### src/rtl/conv_pkg.sv
// Shared conversion package: FSM state encoding, default word width and
// the sign-bit index macro used by both conversion directions.
`ifndef CONV_SIGN_IDX
`define CONV_SIGN_IDX(w) ((w) - 1)
`endif

package conv_pkg;

  localparam int DEFAULT_WIDTH = 8;

  typedef enum logic [1:0] {
    IDLE  = 2'd0,
    SHIFT = 2'd1,
    DONE  = 2'd2
  } conv_state_t;

endpackage

### src/rtl/twos2signed_serial_if.sv
// Valid/ready word interface for the bit-serial two's-complement to
// sign-magnitude converter: input word channel plus result channel.
interface twos2signed_serial_if #(
  parameter int WIDTH = conv_pkg::DEFAULT_WIDTH
);

  logic             in_valid;
  logic             in_ready;
  logic [WIDTH-1:0] t_in;
  logic             out_valid;
  logic             out_ready;
  logic [WIDTH-1:0] s_out;
  logic             ovf;

  modport master (
    output in_valid, t_in, out_ready,
    input  in_ready, out_valid, s_out, ovf
  );

  modport slave (
    input  in_valid, t_in, out_ready,
    output in_ready, out_valid, s_out, ovf
  );

endinterface

### src/rtl/serial_neg_cell.sv
// One-bit serial negate cell: copies bits up to and including the first 1,
// then inverts every later bit when neg is set.
module serial_neg_cell (
  input  logic clk,
  input  logic rst_n,
  input  logic clr,
  input  logic en,
  input  logic neg,
  input  logic b,
  output logic o_bit
);

  logic r_seen_one;

  always_ff @(posedge clk or negedge rst_n) begin
    if (!rst_n) begin
      r_seen_one <= 1'b0;
    end else if (clr) begin
      r_seen_one <= 1'b0;
    end else if (en && neg) begin
      r_seen_one <= r_seen_one | b;
    end
  end

  assign o_bit = neg ? (r_seen_one ^ b) : b;

endmodule

### src/rtl/twos2signed_serial.sv
// Bit-serial two's-complement to sign-magnitude converter; magnitude is
// derived LSB-first, one bit per clock, and -2^(WIDTH-1) saturates.
module twos2signed_serial
  import conv_pkg::*;
#(
  parameter int WIDTH = DEFAULT_WIDTH
) (
  input  logic                 clk,
  input  logic                 rst_n,
  twos2signed_serial_if.slave  bus
);

  localparam int CW   = $clog2(WIDTH);
  localparam int SIGN = `CONV_SIGN_IDX(WIDTH);
  localparam logic [CW-1:0] LAST_BIT = CW'(WIDTH - 2);

  conv_state_t      r_state;
  conv_state_t      w_state_next;
  logic [WIDTH-1:0] r_shift;
  logic             r_sign;
  logic [CW-1:0]    r_cnt;
  logic [WIDTH-2:0] r_mag;
  logic [WIDTH-1:0] r_s_out;
  logic             r_ovf;

  logic             w_accept;
  logic             w_step;
  logic             w_last;
  logic             w_bit;
  logic [WIDTH-2:0] w_mag_next;

  assign w_accept = (r_state == IDLE) && bus.in_valid;
  assign w_step   = (r_state == SHIFT);
  assign w_last   = w_step && (r_cnt == LAST_BIT);

  serial_neg_cell u_neg (
    .clk   (clk),
    .rst_n (rst_n),
    .clr   (w_accept),
    .en    (w_step),
    .neg   (r_sign),
    .b     (r_shift[0]),
    .o_bit (w_bit)
  );

  // Result bits enter the magnitude register from the MSB side.
  generate
    if (WIDTH > 2) begin : g_wide
      assign w_mag_next = {w_bit, r_mag[WIDTH-2:1]};
    end else begin : g_narrow
      assign w_mag_next = w_bit;
    end
  endgenerate

  always_ff @(posedge clk or negedge rst_n) begin
    if (!rst_n) begin
      r_state <= IDLE;
    end else begin
      r_state <= w_state_next;
    end
  end

  always_comb begin
    w_state_next = r_state;
    case (r_state)
      IDLE:    if (bus.in_valid)   w_state_next = SHIFT;
      SHIFT:   if (r_cnt == LAST_BIT) w_state_next = DONE;
      DONE:    if (bus.out_ready)  w_state_next = IDLE;
      default: w_state_next = IDLE;
    endcase
  end

  always_ff @(posedge clk or negedge rst_n) begin
    if (!rst_n) begin
      r_shift <= '0;
      r_sign  <= 1'b0;
      r_cnt   <= '0;
      r_mag   <= '0;
      r_s_out <= '0;
      r_ovf   <= 1'b0;
    end else begin
      if (w_accept) begin
        r_shift <= bus.t_in;
        r_sign  <= bus.t_in[SIGN];
        r_cnt   <= '0;
        r_mag   <= '0;
      end else if (w_step) begin
        r_shift <= r_shift >> 1;
        r_cnt   <= r_cnt + 1'b1;
        r_mag   <= w_mag_next;
      end
      // A negative word with an all-zero magnitude was 100..0: saturate.
      if (w_last) begin
        if (r_sign && (w_mag_next == '0)) begin
          r_s_out <= '1;
          r_ovf   <= 1'b1;
        end else begin
          r_s_out <= {r_sign, w_mag_next};
          r_ovf   <= 1'b0;
        end
      end
    end
  end

  assign bus.in_ready  = (r_state == IDLE);
  assign bus.out_valid = (r_state == DONE);
  assign bus.s_out     = r_s_out;
  assign bus.ovf       = r_ovf;

endmodule
### src/flat_wrapper.sv
// flat-port wrapper written by rule: the top's interface ports become plain ports
module twos2signed_serial_flat import conv_pkg::*;
#(
  parameter int WIDTH = DEFAULT_WIDTH
)
  (clk, rst_n, bus_in_valid, bus_t_in, bus_out_ready, bus_in_ready, bus_out_valid, bus_s_out, bus_ovf);
  twos2signed_serial_if #(.WIDTH(WIDTH)) bus_i ();
  input  logic clk;
  input  logic rst_n;
  input wire logic [$bits(bus_i.in_valid)-1:0] bus_in_valid;
  input wire logic [$bits(bus_i.t_in)-1:0] bus_t_in;
  input wire logic [$bits(bus_i.out_ready)-1:0] bus_out_ready;
  output wire logic [$bits(bus_i.in_ready)-1:0] bus_in_ready;
  output wire logic [$bits(bus_i.out_valid)-1:0] bus_out_valid;
  output wire logic [$bits(bus_i.s_out)-1:0] bus_s_out;
  output wire logic [$bits(bus_i.ovf)-1:0] bus_ovf;
  assign bus_i.in_valid = bus_in_valid;
  assign bus_i.t_in = bus_t_in;
  assign bus_i.out_ready = bus_out_ready;
  assign bus_in_ready = bus_i.in_ready;
  assign bus_out_valid = bus_i.out_valid;
  assign bus_s_out = bus_i.s_out;
  assign bus_ovf = bus_i.ovf;
  twos2signed_serial #(.WIDTH(WIDTH)) u_core (.clk(clk), .rst_n(rst_n), .bus(bus_i));
endmodule
### config.mk
export PLATFORM = sky130hd
export DESIGN_NAME = twos2signed_serial_flat
export DESIGN_NICKNAME = d
export VERILOG_FILES = /design/src/rtl/conv_pkg.sv /design/src/rtl/twos2signed_serial_if.sv /design/src/rtl/serial_neg_cell.sv /design/src/rtl/twos2signed_serial.sv /design/src/flat_wrapper.sv
export SDC_FILE = /design/constraint.sdc
export NUM_CORES = 1
export LEC_CHECK = 0
export CAP_MARGIN = 20
export CORE_MARGIN = 3
export CORE_UTILIZATION = 30
export CTS_CLUSTER_DIAMETER = 200
export DETAILED_ROUTE_END_ITERATION = 10
export PLACE_DENSITY = 0.47
export REMOVE_ABC_BUFFERS = 1
export SLEW_MARGIN = 20
export SYNTH_ARGS = -nofsm -noshare
export SYNTH_HDL_FRONTEND = slang
export SYNTH_HIERARCHICAL = 1
export SYNTH_SLANG_ARGS = --single-unit
### constraint.sdc
create_clock -name clk -period 1.9 [get_ports clk]
set_clock_uncertainty 0.2 [all_clocks]
set_input_delay 0.38 -clock clk [delete_from_list [all_inputs] [get_ports clk]]
set_output_delay 0.38 -clock clk [all_outputs]
set_load 0.03 [all_outputs]
==> results.cfg <==
[outcome]
status = finished, final reports clean

[setup_path]
endpoint = u_core/bus.s_out[4]$_DFFE_PN0P_
required_ns = 1.91
end_kind = flop
regToRegSetupSlack_ns = 0.11
cp-startpoint = u_core/r_shift[0]$_DFFE_PN0P_
worstRegToRegCells = 8
reg2reg_to = u_core/bus.s_out[4]$_DFFE_PN0P_
r2r-start = u_core/r_shift[0]$_DFFE_PN0P_
critical_path.startpoint_type = flop
path_max_fanout = 8
arrival_ns = 1.80
critical_path_class = reg -> reg

[global_routing]
grt_pass1_wl_um = 4919
grt_overflow = 0
antenna_found_initial = 0
grt_max_degree = 31
grt_usage = 0.1213
first_global_vias = 1037

[die]
rows = 23
initial_utilization = 0.3262
fp.dieArea_mm2 = 0.005382
die_x_um = 73.36
coreArea_mm2 = 0.004173
io_pins = 23
die_y_um = 73.36

[timing]
rsz0062_at_grt = no
holdWs_ns = 0.2713
relSlewSlack = 0.7394
layout_setup_ws_ns = 0.1139
finalSetupTns_ns = 0
final_hold_viol_count = 0
slew_violations = 0
fin_crit_sh = 0.9401
max_slew.worst_pin.slew_ns = 0.3908
finalCriticalPeriod_ns = 1.786
fmax_mhz = 559.9
report.final.setup_viol = 0

[power]
cellLeakagePower_nw = 0.8679
ir_drop_mv = 0.5672
powerDensity_mw_per_mm2 = 1679

[clocking]
cts_tree = yes
clkSinkCount = 30
cts_buffers = 5
cts_hold_buf = 0
cts_buffer_depth = 2
clk_latency_ns = 0.29
root_buffer = clkbuf_8
htree_levels = 2
path_clk_slew_ns = 0.07

[detailed_routing]
drt-met1-wl_um = 1531
ant_nets = 0
top_layer_used = met4
drt_first_pass_iters = 4
via_per_inst = 5.066
wl_met2_um = 1336
wl_per_cell_um = 14.50
routed-wl-met3_um = 167
wl_um = 3089
vias = 1079
drtIter0Drc = 81
drc = 0

[layout]
multi_input_area_um2 = 591.8
final-seq-area_um2 = 750.7
area_growth_pct = 35.39
drive_above_1_share = 0.2270
final_util = 0.4417
nNetsFinal = 177
fill_cells = 388
antenna_cells = 0

[placement]
dpl.hpwl_um = 2125
dpl_worst_slack_ns = -0.05735
gp_congestion = 0.7430
portBuffers = 22

[worst_hold_path]
hold_class = reg -> reg

[logic_synthesis]
yosys_warnings = 6
synth_area_leaders = dfrtp_1, a22o_1, a2bb2oi_1
avgSynthCellArea_um2 = 10.80
postSynthCellCount = 126
netlist_area_mm2 = 0.001361
synthDistinctLibCells = 28
yosysTopAreaCellShare = 0.5515
yosysSeqAreaShare = 0.5515
synth-seq-cells = 30
yosys.area.top_type = dfrtp_1

[flow_run]
maxCapViolCount = 0
-- routing by layer --
metal,up-vias,track usage
met2,25,0.1748
li1,522,-
met1,525,0.1615
met4,0,0.06237
met5,-,0
met3,7,0.03967
-- timing repair --
| item | in CTS | in global routing |
|---|---|---|
| setup buffers | 1 | 1 |
| gates cloned | 0 | 0 |
| pin swaps | 2 | 3 |
| endpoints found under the setup margin | 14 | 11 |
| resized for setup | 7 | 11 |
| hold endpoints to repair | 0 | 0 |
-- how the worst min path moves through the flow --
stage / to / startpoint / depth (start not counted) / slack, ns
4_1_cts: u_core/bus.s_out[7]$_DFFE_PN0P_ / rst_n / 2 / 0.29
5_1_grt: u_core/u_neg/r_seen_one$_DFFE_PN0P_ / rst_n / 2 / 0.31
2_1_floorplan: u_core/bus.ovf$_DFFE_PN0P_ / rst_n / 0 / -0.12
6_report: u_core/bus.ovf$_DFFE_PN0P_ / u_core/bus.ovf$_DFFE_PN0P_ / 2 / 0.27
3_3_place_gp: u_core/bus.ovf$_DFFE_PN0P_ / u_core/bus.ovf$_DFFE_PN0P_ / 2 / 0.27
3_5_place_dp: u_core/bus.ovf$_DFFE_PN0P_ / u_core/bus.ovf$_DFFE_PN0P_ / 2 / 0.27
-- cell type report --
class	instances	area share
Inverter	5	0.01018
Sequential cell	30	0.4073
Timing Repair Buffer	36	0.1758
Clock inverter	2	0.006789
Multi-Input combinational cell	84	0.3211
Clock buffer	6	0.04481
Tap cell	50	0.03394
-- report_power, final --
group / internal, W / switching [W]
clock: 0.000291 / 0.000254
sequential: 0.000919 / 0.000240
combinational: 0.000666 / 0.000723
total: 0.00188 / 0.00122
-- placed cells by master (no fill, tap or decap), types with 4 or more instances in the layout --
| master | n |
|---|---|
| a21oi_1 | 8 |
| a22o_1 | 7 |
| a22oi_1 | 7 |
| a2bb2oi_2 | 4 |
| buf_4 | 15 |
| clkbuf_8 | 6 |
| clkdlybuf4s50_1 | 11 |
| dfrtp_1 | 30 |
| dlygate4sd2_1 | 6 |
| nand2_1 | 6 |
| nor2_1 | 9 |
| nor2b_1 | 9 |
| o21ai_0 | 11 |
-- cells in the mapped netlist --
cell type / instances
o21bai_2: 1
dfrtp_1: 30
a21bo_1: 1
a21oi_2: 1
buf_4: 1
a21oi_1: 8
o21ai_0: 12
clkbuf_1: 2
a22o_1: 7
and2_1: 1
nor2_1: 9
and3_1: 1
nand2_1: 6
a31oi_1: 1
mux2_2: 3
inv_2: 1
nor4b_1: 1
nand2b_1: 2
a22oi_1: 7
ha_1: 3
nand3b_1: 1
nor4_1: 1
a2bb2oi_1: 7
buf_2: 4
nor2b_1: 9
inv_1: 4
o21ai_1: 1
nand4b_1: 1
-- state kept, by name (all words and copies together) (netlist names) --
signal	cells
u_core/bus.ovf	1
u_core/bus.s_out	8
u_core/r_cnt	3
u_core/r_mag	6
u_core/r_shift	8
u_core/r_sign	1
u_core/r_state	2
u_core/u_neg/r_seen_one	1
-- stage by stage --
| stage | instance area [um^2] | cells | total power (W) |
|---|---|---|---|
| after floorplan | 1326 | 119 | 0.001947 |
| after global placement | 1694 | 203 | 0.002461 |
| after detailed placement | 1694 | 203 | 0.002495 |
| after CTS | 1795 | 212 | 0.003030 |
| after global routing | 1843 | 213 | 0.003291 |
| final | 1843 | 213 | 0.003094 |
-- kinds of logic after synthesis --
logic type                 synth area share
buffers and inverters               0.03952
AOI/OAI and AO/OA                    0.2325
DFF                                  0.5515
adders and majority gates           0.02758
muxes                               0.02481
and+or+nand+nor                      0.1241
-- critical path, stage by stage, from the launching register on --
cell	delay [ns]
dfrtp_1	0.37
inv_2	0.05
ha_1	0.28
nand2_1	0.08
o21ai_2	0.07
nor4b_2	0.29
nand2_1	0.09
buf_6	0.15
a2bb2oi_1	0.14
Note: power is estimated with default switching activity, not from simulation.
